<file path="config.mk">
export PLATFORM = sky130hd
export DESIGN_NAME = dadd_seq
export DESIGN_NICKNAME = d
export VERILOG_FILES = /design/src/rtl/dadd_pkg.sv /design/src/rtl/dadd_arb.sv /design/src/rtl/dadd_seq.sv
export SDC_FILE = /design/constraint.sdc
export NUM_CORES = 1
export LEC_CHECK = 0
export BUFFER_PORTS_ARGS = -buffer_cell sky130_fd_sc_hd__buf_2
export CORE_MARGIN = 2
export CORE_UTILIZATION = 30
export DETAILED_ROUTE_END_ITERATION = 10
export PLACE_DENSITY = 0.52
export SLEW_MARGIN = 20
export SYNTH_ARGS = -nofsm -noshare
export SYNTH_HDL_FRONTEND = slang
export SYNTH_HIERARCHICAL = 1
export SYNTH_SLANG_ARGS = --single-unit
</file>
<file path="constraint.sdc">
create_clock -name sys_clk -period 3.1 [get_ports sys_clk]
set_input_delay 0.62 -clock sys_clk [delete_from_list [all_inputs] [get_ports sys_clk]]
set_output_delay 0.62 -clock sys_clk [all_outputs]
set_load 0.02 [all_outputs]
</file>
<file path="src/rtl/dadd_pkg.sv">
`default_nettype none
// +-----------------------------------------------------------------------+
// | dadd_pkg : state, pass-type constants and helpers for dadd_seq         |
// | Rev 1.0                                                                |
// +-----------------------------------------------------------------------+
package dadd_pkg;

  typedef enum logic [2:0] {
    IDLE    = 3'd0,
    D_FRAC  = 3'd1,
    D_INT   = 3'd2,
    D_SHADE = 3'd3,
    Z_FRAC  = 3'd4,
    Z_INT   = 3'd5,
    ACK     = 3'd6
  } state_t;

  localparam logic PASS_FRAC = 1'b0;
  localparam logic PASS_INT  = 1'b1;

  // Adder pass state for a requester (data or Z) and pass type.
  function automatic state_t pass_state(input logic is_z, input logic pass);
    state_t s;
    case ({is_z, pass})
      2'b00:   s = D_FRAC;
      2'b01:   s = D_INT;
      2'b10:   s = Z_FRAC;
      default: s = Z_INT;
    endcase
    return s;
  endfunction

endpackage
`default_nettype wire

</file>
<file path="src/rtl/dadd_arb.sv">
`default_nettype none
// +-----------------------------------------------------------------------+
// | dadd_arb : fixed-priority pick between data and Z adder requesters     |
// | Rev 1.0                                                                |
// +-----------------------------------------------------------------------+
module dadd_arb #(
  parameter bit ZFIRST = 1'b1
) (
  input  logic dpend,
  input  logic zpend,
  output logic grant_d,
  output logic grant_z
);

  generate
    if (ZFIRST) begin : g_zfirst
      assign grant_z = zpend;
      assign grant_d = dpend & ~zpend;
    end else begin : g_dfirst
      assign grant_d = dpend;
      assign grant_z = zpend & ~dpend;
    end
  endgenerate

endmodule
`default_nettype wire

</file>
<file path="src/rtl/dadd_seq.sv">
`default_nettype none
// +-----------------------------------------------------------------------+
// | dadd_seq : sequences shared data adder passes for data and Z writes    |
// | Rev 1.0                                                                |
// +-----------------------------------------------------------------------+
module dadd_seq #(
  parameter bit FRAC_EN = 1'b1,
  parameter bit ZFIRST  = 1'b1
) (
  input  logic sys_clk,
  input  logic reset,
  input  logic cmdld,
  input  logic gourd_en,
  input  logic gourz_en,
  input  logic shade_en,
  input  logic dreq,
  input  logic zreq,
  input  logic hold,
  output logic dwrite,
  output logic dzwrite,
  output logic atick_0,
  output logic atick_1,
  output logic dack,
  output logic zack,
  output logic busy,
  output logic ovf
);

  import dadd_pkg::*;

  localparam logic c_first_pass = FRAC_EN ? PASS_FRAC : PASS_INT;

  state_t r_state;
  state_t w_state_nxt;
  logic   r_cur_z;
  logic   w_cur_z_nxt;
  logic   r_dpend;
  logic   r_zpend;
  logic   r_gourd;
  logic   r_gourz;
  logic   r_shade;
  logic   w_in_ack;
  logic   w_clr_d;
  logic   w_clr_z;
  logic   w_cand_d;
  logic   w_cand_z;
  logic   w_grant_d;
  logic   w_grant_z;
  logic   w_ovf_set;

  assign w_in_ack = (r_state == ACK);
  assign w_clr_d  = w_in_ack & ~r_cur_z & ~hold;
  assign w_clr_z  = w_in_ack &  r_cur_z & ~hold;

  // The requester being acknowledged cannot restart from its own ACK cycle.
  assign w_cand_d = r_dpend & ~(w_in_ack & ~r_cur_z);
  assign w_cand_z = r_zpend & ~(w_in_ack &  r_cur_z);

  assign w_ovf_set = (dreq & r_dpend & ~w_clr_d) | (zreq & r_zpend & ~w_clr_z);

  dadd_arb #(
    .ZFIRST (ZFIRST)
  ) u_arb (
    .dpend   (w_cand_d),
    .zpend   (w_cand_z),
    .grant_d (w_grant_d),
    .grant_z (w_grant_z)
  );

  // The whole pass path is chosen at start and encoded in the state, so a
  // cmdld during a sequence cannot alter the request already in flight.
  always_comb begin
    w_state_nxt = r_state;
    w_cur_z_nxt = r_cur_z;
    if (!hold) begin
      case (r_state)
        IDLE, ACK: begin
          w_state_nxt = IDLE;
          if (w_grant_z) begin
            w_cur_z_nxt = 1'b1;
            w_state_nxt = r_gourz ? pass_state(1'b1, c_first_pass) : ACK;
          end else if (w_grant_d) begin
            w_cur_z_nxt = 1'b0;
            if (r_gourd)      w_state_nxt = pass_state(1'b0, c_first_pass);
            else if (r_shade) w_state_nxt = D_SHADE;
            else              w_state_nxt = ACK;
          end
        end
        D_FRAC:                 w_state_nxt = D_INT;
        Z_FRAC:                 w_state_nxt = Z_INT;
        D_INT, D_SHADE, Z_INT:  w_state_nxt = ACK;
        default:                w_state_nxt = IDLE;
      endcase
    end
  end

  always_ff @(posedge sys_clk) begin
    if (reset) begin
      r_state <= IDLE;
      r_cur_z <= 1'b0;
      r_dpend <= 1'b0;
      r_zpend <= 1'b0;
      r_gourd <= 1'b0;
      r_gourz <= 1'b0;
      r_shade <= 1'b0;
      ovf     <= 1'b0;
      dwrite  <= 1'b0;
      dzwrite <= 1'b0;
      atick_0 <= 1'b0;
      atick_1 <= 1'b0;
      dack    <= 1'b0;
      zack    <= 1'b0;
    end else begin
      r_state <= w_state_nxt;
      r_cur_z <= w_cur_z_nxt;
      r_dpend <= (r_dpend & ~w_clr_d) | dreq;
      r_zpend <= (r_zpend & ~w_clr_z) | zreq;
      if (cmdld) begin
        r_gourd <= gourd_en;
        r_gourz <= gourz_en;
        r_shade <= shade_en;
        ovf     <= 1'b0;
      end else if (w_ovf_set) begin
        ovf <= 1'b1;
      end
      dwrite  <= (w_state_nxt == D_FRAC) | (w_state_nxt == D_INT) | (w_state_nxt == D_SHADE);
      dzwrite <= (w_state_nxt == Z_FRAC) | (w_state_nxt == Z_INT);
      atick_0 <= (w_state_nxt == D_FRAC) | (w_state_nxt == Z_FRAC);
      atick_1 <= (w_state_nxt == D_INT)  | (w_state_nxt == Z_INT);
      dack    <= (w_state_nxt == ACK) & ~w_cur_z_nxt;
      zack    <= (w_state_nxt == ACK) &  w_cur_z_nxt;
    end
  end

  assign busy = (r_state != IDLE) | r_dpend | r_zpend;

endmodule
`default_nettype wire

</file>
## Yosys cells after proc, flatten, opt, wreduce, memory -nomap -nowiden

Index checks and enable logic that the tools add are counted.

- Order comparisons: 0
- Add/sub/neg operators: 0
- $mul: 0
- Shift-type cells: 0
- Multiplexer cells: 11
- Bitwise operators: 33
- Reduce and logical (&&, ||, !) cells: 5
- Equal/unequal tests: 12
- Divide/modulo/power cells: 0

Operators by type and width:

| operator | count |
|---|---|
| $eq 3x3->1 const B | 6 |
| $and 1x1->1 | 15 |
| $mux 3 | 5 |
| $eq 3x2->1 const B | 4 |
| $pmux 3 s4 | 1 |
| $or 1x1->1 | 10 |
| $not 1->1 | 8 |
| $eq 3x1->1 const B | 2 |
| $mux 1 | 4 |
| $reduce_or 2->1 | 2 |
| $logic_not 3->1 | 1 |
| $reduce_bool 3->1 | 1 |
| $reduce_or 3->1 | 1 |
| $mux 2 | 1 |

- Output and inout port bits: 8
- Memories: 0
- Bits in read-only memories: 0
- Flip-flop bits (word level): 16
- RAM bits: 0
- Latch bits: 0
- Input port bits: 9

## Logic depth before layout (Yosys ltp)

Gate-level depths: netlist (run 1).

- Depth in word-level cells: 13
- Gate-level depth with buffers: 9

## By module

Netlist (run 1), hierarchy kept.

Modules (own cells, without submodules):

| module | area each (um^2) | instances | cells an instance |
|---|---|---|---|
| dadd_seq | 735.7 | 1 | 79 |
| dadd_arb | 21.3 | 1 | 2 |

## Worst setup path before layout (run 1)

Ideal clock, no wire load.

- Kind: register -> register
- From: register r_state[1]
- To: register atick_1
- Cell stages (with the launch flop): 9
- Path buffers: 1
- Data required time: 3.013 ns
- Clock period less this slack: 2.107 ns
- Slack: 0.993 ns
- Arrival: 2.020 ns
- Cell sequence: dfxtp_1 -> nor2b_1 -> a31oi_1 -> buf_4 -> nand2b_1 -> a2111oi_4 -> a211oi_2 -> or4b_1 -> o31ai_1

- Word-level cells in the longest chain between the ends: 12

Ends and longest elaborated chain:

| what | RTL line | text |
|---|---|---|
| start, declared | dadd_seq.sv:33 | `state_t r_state;` |
| start signal, assigned | dadd_seq.sv:114 | `r_state <= w_state_nxt;` |
| $eq 3x3->1 (*) | dadd_seq.sv:51 | `assign w_in_ack = (r_state == ACK);` |
| $and 1x1->1 (*) | dadd_seq.sv:57 | `assign w_cand_z = r_zpend & ~(w_in_ack & r_cur_z);` |
| $not 1->1 (*) | dadd_seq.sv:57 |  |
| $and 1x1->1 (*) | dadd_seq.sv:57 |  |
| net w_cand_z | dadd_seq.sv:46 | `logic w_cand_z;` |
| $not 1->1 | dadd_arb.sv:18 | `assign grant_d = dpend & ~zpend;` |
| $and 1x1->1 | dadd_arb.sv:18 |  |
| $mux 3 | dadd_seq.sv:82 | `end else if (w_grant_d) begin` |
| $mux 3 (*) | dadd_seq.sv:79 | `if (w_grant_z) begin` |
| $pmux 3 s4 (*) | dadd_seq.sv:76 | `case (r_state)` |
| $mux 3 (*) | dadd_seq.sv:75 | `if (!hold) begin` |
| $eq 3x2->1 / $eq 3x3->1 (equally long branches) | dadd_seq.sv:129 | `atick_1 <= (w_state_nxt == D_INT) \| (w_state_nxt == Z_INT);` |
| $or 1x1->1 (*) | dadd_seq.sv:129 |  |
| end signal, assigned | dadd_seq.sv:129 |  |
| end, declared | dadd_seq.sv:22 | `output logic atick_1,` |

Mark *: on every way through the listed nets, which the timed path passes. The rest lies on a longest branch.
A chain may end at the register's enable or synchronous reset.

## Worst setup path after layout (run 1)

- From: register r_state[1]
- To: register atick_1

- Word-level cells in the longest chain between the ends: 12

Ends and longest elaborated chain:

| what | RTL line | text |
|---|---|---|
| $eq 3x3->1 (*) | dadd_seq.sv:51 |  |
| $and 1x1->1 (*) | dadd_seq.sv:57 |  |
| $not 1->1 (*) | dadd_seq.sv:57 |  |
| $and 1x1->1 (*) | dadd_seq.sv:57 |  |
| net w_cand_z | dadd_seq.sv:46 |  |
| $not 1->1 (*) | dadd_arb.sv:18 |  |
| $and 1x1->1 (*) | dadd_arb.sv:18 |  |
| net w_grant_d | dadd_seq.sv:47 | `logic w_grant_d;` |
| $mux 3 (*) | dadd_seq.sv:82 |  |
| $mux 3 (*) | dadd_seq.sv:79 |  |
| $pmux 3 s4 (*) | dadd_seq.sv:76 |  |
| $mux 3 (*) | dadd_seq.sv:75 |  |
| $eq 3x2->1 / $eq 3x3->1 (equally long branches) | dadd_seq.sv:129 |  |
| $or 1x1->1 (*) | dadd_seq.sv:129 |  |

Marked as above.

==> results of run 1 <==
final timing paths:
check             depth (start not counted)       to  slack (ns)  startpoint
setup / recovery                          8  atick_1        0.64  r_state[1]
hold / removal                            2  r_gourz        0.53     r_gourz
setup reg to reg                          8  atick_1        0.64  r_state[1]
hold reg to reg                           2  r_gourz        0.53     r_gourz
cell usage in the layout, fill, tap and decap left out, types with 3 or more instances in the layout:
cell / count
nor2_1: 11
nor2b_1: 3
inv_1: 3
a21oi_1: 5
nor3b_1: 3
nand2b_1: 4
buf_2: 16
mux2i_1: 3
clkbuf_4: 3
dfxtp_1: 16
kinds of logic after synthesis:
group / count (synthesis) / synth area share
DFF: 16 / 0.423
AOI/OAI and AO/OA: 16 / 0.175
buffers and inverters: 7 / 0.0430
and+or+nand+nor: 38 / 0.307
xor gates and xnor gates: 1 / 0.0116
muxes: 3 / 0.0397
sequential cells by signal, indices dropped and copies added, names as in the netlist:
name	flops
r_gourz	1
r_zpend	1
dack	1
r_gourd	1
dzwrite	1
r_shade	1
atick_1	1
r_cur_z	1
r_dpend	1
dwrite	1
zack	1
atick_0	1
r_state	3
ovf	1
stage by stage:
stage	cell area, µm²	worst slack [ns]	total power [µW]	cells
global placement	853	0.726	402	123
detailed placement	853	0.701	402	123
finish	890	0.638	531	127
global route	890	0.399	568	127
CTS	890	0.657	539	127
floorplan	757	0.993	364	81
cell type report:
cell class	count	area [µm²]
clock buffers	4	36.3
fillers	274	1540
inverters	3	11.3
multi-input cells	58	404
flip-flops and latches	16	320
well taps	30	37.5
repair buffers	16	80.1
per-layer routing:
metal	share of wire	up-vias	wire length [µm]	GRT usage
li1	-	318	-	-
met1	0.50	274	730	0.157
met2	0.46	8	661	0.161
met3	0.025	2	36	0.0246
met4	0.013	0	19	0.0750
met5	0	-	0	0
power groups by stage:
stage	logic, µW	clock network (µW)	registers, µW
floorplan	101	0	262
global placement	150	0	252
detailed placement	149	0	253
CTS	150	140	248
global route	167	150	252
finish	149	135	248
worst register-to-register path: stages (launching register included):
cell      delay [ns]
dfxtp_1         0.43
nor2b_1         0.22
a31oi_1         0.26
nor2b_4         0.20
nor3b_1         0.21
nor2_1          0.08
o221ai_1        0.43
or4b_1          0.48
o31ai_1         0.08
==> results.json, run 1 <==
{
  "run_status": "finished, final reports clean",
  "routed_via_density": 4.74,
  "start_util": 0.311,
  "drc_errors": 0,
  "coreArea_um2": 2430,
  "p_comb_frac": 0.280,
  "switching_power_uw": 168,
  "sw_frac_of_total": 0.316,
  "drt-pass1-iter-count": 4,
  "ys_top_cells_by_area": "dfxtp_1 42%, nor2_1 5.5%, mux2i_1 4.0%",
  "wire_per_inst_um": 11.4,
  "clock_latency_ns": 0.28,
  "portBuffers": 16,
  "synth_most_common_cell": "dfxtp_1",
  "min_period_ns": 2.46,
  "hold_ws_ns": 0.528,
  "fmax_mhz": 406,
  "synth.top_cell.area_share": 0.423,
  "yosys_warnings": 6,
  "postLayoutCoreUtil": 0.366,
  "syn_area_per_cell_um2": 9.35,
  "htreeDepth": 1,
  "grt_pass1_wl_um": 2340,
  "die_width_um": 54.2,
  "finalWirelength_um": 1450,
  "critPathMaxFanout": 8,
  "die_area_um2": 2940,
  "gp_congestion": 0.765,
  "cts.sinks": 16,
  "antenna_cells": 0,
  "synth_cell_types": 36,
  "drt_iter0_markers": 16,
  "setup.worst_path.class": "flop to flop",
  "syn_to_final_growth_pct": 17.5,
  "post-route-period-util": 0.794,
  "slew_headroom": 0.578,
  "p_int_uw": 363,
  "crit_arrival_ns": 2.67,
  "maxCapViolCount": 0,
  "pwr-share-seq": 0.466,
  "dieHeight_um": 54.2,
  "grt_overflow": 0,
  "cts_made_buffers": 3,
  "setup_tns_ns": 0,
  "async_reset_ff_frac": 0,
  "leakagePower_uw": 0.000380,
  "syn_nets": 90,
  "gr-usage-all-layers": 0.115,
  "cp-start-kind": "flop",
  "hold_viol": 0,
  "path_delay_family": "simple AND/OR/NAND/NOR gates",
  "final_layout_size_suffix_gt1_frac": 0.258,
  "hp-class": "flop to flop",
  "rsz0062_at_grt": "no",
  "fp-row-count": 18,
  "setup_viol": 0,
  "grt_antenna_before_repair": 0,
  "slowest_stage": "or4b_1",
  "ctsHoldBuffers": 0,
  "synthCells": 81,
  "cts_resized": 0,
  "cts_tree": "built",
  "synthFlopType": "dfxtp_1",
  "netlist_area_um2": 757,
  "endpoint_kind": "flop",
  "grt_start_max_net_pins": 15,
  "path_buf_inv": 0,
  "dpl.hpwl_um": 1100,
  "ys_seq_elements": 16,
  "peakVddDrop_mv": 0.306,
  "drtAntennaViolNets": 0,
  "post_cts_buffers": 0,
  "dr_total_vias": 602,
  "required_ns": 3.30,
  "power.share.clock": 0.254,
  "synth_top_area_cell": "dfxtp_1",
  "fin_skew_ns": 0.00837,
  "critPathMaxStageDelay_ns": 0.48,
  "tightest_slew_ns": 0.630,
  "clkTransAtPathRegs_ns": 0.10,
  "pwr_density_cell_nw_per_um2": 597,
  "nNetsFinal": 107,
  "crit_chain": "nor2b_1 -> a31oi_1 -> nor2b_4 -> nor3b_1 -> nor2_1 -> o221ai_1 -> or4b_1 -> o31ai_1",
  "grt_pass1_vias": 540,
  "ios": 17,
  "synth_common_cells": "16 x dfxtp_1, 11 x nor2_1, 5 x a21oi_1",
  "slew_viol_final": 0,
  "cts_root_buf": "clkbuf_4",
  "synth_edf_count": 0,
  "clk_path_buf_depth": 2,
  "ys_seq_area_frac": 0.423
}
No activity file was read; power rests on OpenSTA's default activity.
==> inputs of run 2 (changes only) <==
- clock period: 3.1 -> 2.45 ns (I/O delays scaled with it)
==> results.json, run 2 (synthesized netlist as in run 1, its figures left out) <==
{
  "run_status": "finished, final reports clean",
  "regArea_um2": 322,
  "min_period_ns": 2.26,
  "crit_arrival_ns": 2.47,
  "antenna_cells": 0,
  "required_ns": 2.66,
  "maxCapViolCount": 0,
  "placed_cell_area_um2": 861,
  "setup_viol": 0,
  "largest-register": "r_state",
  "cts_root_buf": "clkbuf_4",
  "cp.depth": 8,
  "fin_skew_ns": 0.00541,
  "multi_input_area_um2": 417,
  "hold_depth": 3,
  "coreArea_um2": 2430,
  "rsz0062_at_grt": "no",
  "tightest_slew_ns": 0.483,
  "critPathMaxStageDelay_ns": 0.49,
  "portBuffers": 16,
  "drt_iter0_markers": 10,
  "die_width_um": 54.2,
  "path_delay_family": "simple AND/OR/NAND/NOR gates",
  "fmax_mhz": 442,
  "pwr_density_cell_nw_per_um2": 761,
  "gr-usage-all-layers": 0.130,
  "htreeDepth": 1,
  "peakVddDrop_mv": 0.283,
  "grt_pass1_vias": 579,
  "final_area_um2": 911,
  "crit_chain": "nor2b_1 -> a31oi_2 -> nor2b_4 -> nand2b_1 -> a2111oi_4 -> a211oi_2 -> or4b_1 -> o31ai_1",
  "pre_cts_ws_ns": 0.0897,
  "cts_made_buffers": 3,
  "hold_viol": 0,
  "grt_antenna_before_repair": 0,
  "critPathMaxFanout": 8,
  "drtAntennaViolNets": 0,
  "cp-start-kind": "flop",
  "final_layout_size_suffix_gt1_frac": 0.296,
  "post-route-period-util": 0.924,
  "cts.sinks": 16,
  "die_area_um2": 2940,
  "ctsHoldBuffers": 0,
  "path_buf_inv": 0,
  "layout_common_cells": "16 x buf_2, 15 x dfxtp_1, 11 x nor2_1, 5 x a21oi_1, 4 x nand2b_1",
  "grt_pass1_wl_um": 2680,
  "fin_ws_ns": 0.186,
  "largest_register_ffs": 3,
  "syn_to_final_growth_pct": 20.3,
  "leakagePower_uw": 0.000386,
  "dr_total_vias": 603,
  "worstRegToRegCells": 8,
  "cts_tree": "built",
  "setup_tns_ns": 0,
  "finalWirelength_um": 1590,
  "clk_path_buf_depth": 2,
  "ios": 17,
  "slowest_stage": "or4b_1",
  "slew_viol_final": 0,
  "start_util": 0.311,
  "routed_via_density": 4.71,
  "dieHeight_um": 54.2,
  "drc_errors": 0,
  "grt_overflow": 0,
  "setup.worst_path.class": "flop to flop",
  "final_common_cell": "buf_2",
  "fillCellCount": 256,
  "fp-row-count": 18,
  "nNetsFinal": 108,
  "endpoint_kind": "flop",
  "dpl.hpwl_um": 1150,
  "slew_headroom": 0.678,
  "clkTransAtPathRegs_ns": 0.10,
  "drt-pass1-iter-count": 3,
  "grt_start_max_net_pins": 15,
  "wire_per_inst_um": 12.4,
  "hp-class": "input pin to flop",
  "clock_latency_ns": 0.28,
  "gp_congestion": 0.750
}
==> run 2: changes by cell type in the layout (fill, tap and decap cells not counted) <==
cell      previous run  this run
dfxtp_2              0         1
buf_4                0         1
a31oi_2              0         1
dfxtp_1             16        15
o221ai_2             0         1
o221ai_1             1         0
a31oi_1              1         0
==> run 2: routing by layer <==
layer,GRT usage,part of all wire,wire length (µm)
met1,0.183,0.49,774
met2,0.185,0.48,764
met3,0.0246,0.014,23
met4,0.0750,0.016,25
met5,0,0,0
==> run 2: layout make-up <==
cell class / instances / area share
repair buffers: 17 / 0.0962
multi-input cells: 58 / 0.457
flip-flops and latches: 16 / 0.353
inverters: 3 / 0.0124
clock buffers: 4 / 0.0398
well taps: 30 / 0.0412
==> run 2: stage by stage <==
| stage | utilization | hold slack, ns | total power (µW) | instances |
|---|---|---|---|---|
| after floorplan | - | 0.461 | 460 | 81 |
| after global placement | 0.354 | 0.507 | 516 | 124 |
| after detailed placement | 0.354 | 0.521 | 518 | 124 |
| after CTS | 0.369 | 0.417 | 699 | 128 |
| after global routing | 0.374 | 0.430 | 742 | 128 |
| final | 0.374 | 0.432 | 693 | 128 |
==> run 2: power breakdown <==
part | internal [µW] | switching, µW | total [µW]
logic | 86.9 | 116 | 202
registers | 292 | 24.9 | 317
clock network | 90.4 | 83.3 | 174
total | 469 | 224 | 693
==> run 2: tightest hold or removal path: cells and delay by family <==
| kind | cells | cell delay (ns) |
|---|---|---|
| buffers and inverters | 1 | 0.09 |
| and+or+nand+nor | 2 | 0.11 |
==> run 2: repair_timing <==
| action | CTS | global route |
|---|---|---|
| setup buffers | 0 | 0 |
| gates resized for setup | 0 | 3 |
| setup endpoints to repair | 0 | 3 |
==> run 2: path summary, 6_finish.rpt <==
check	start	end	slack, ns
setup / recovery	r_state[1]	atick_1	0.19
hold / removal	dreq	r_dpend	0.43
setup reg to reg	r_state[1]	atick_1	0.19
hold reg to reg	r_shade	r_shade	0.54
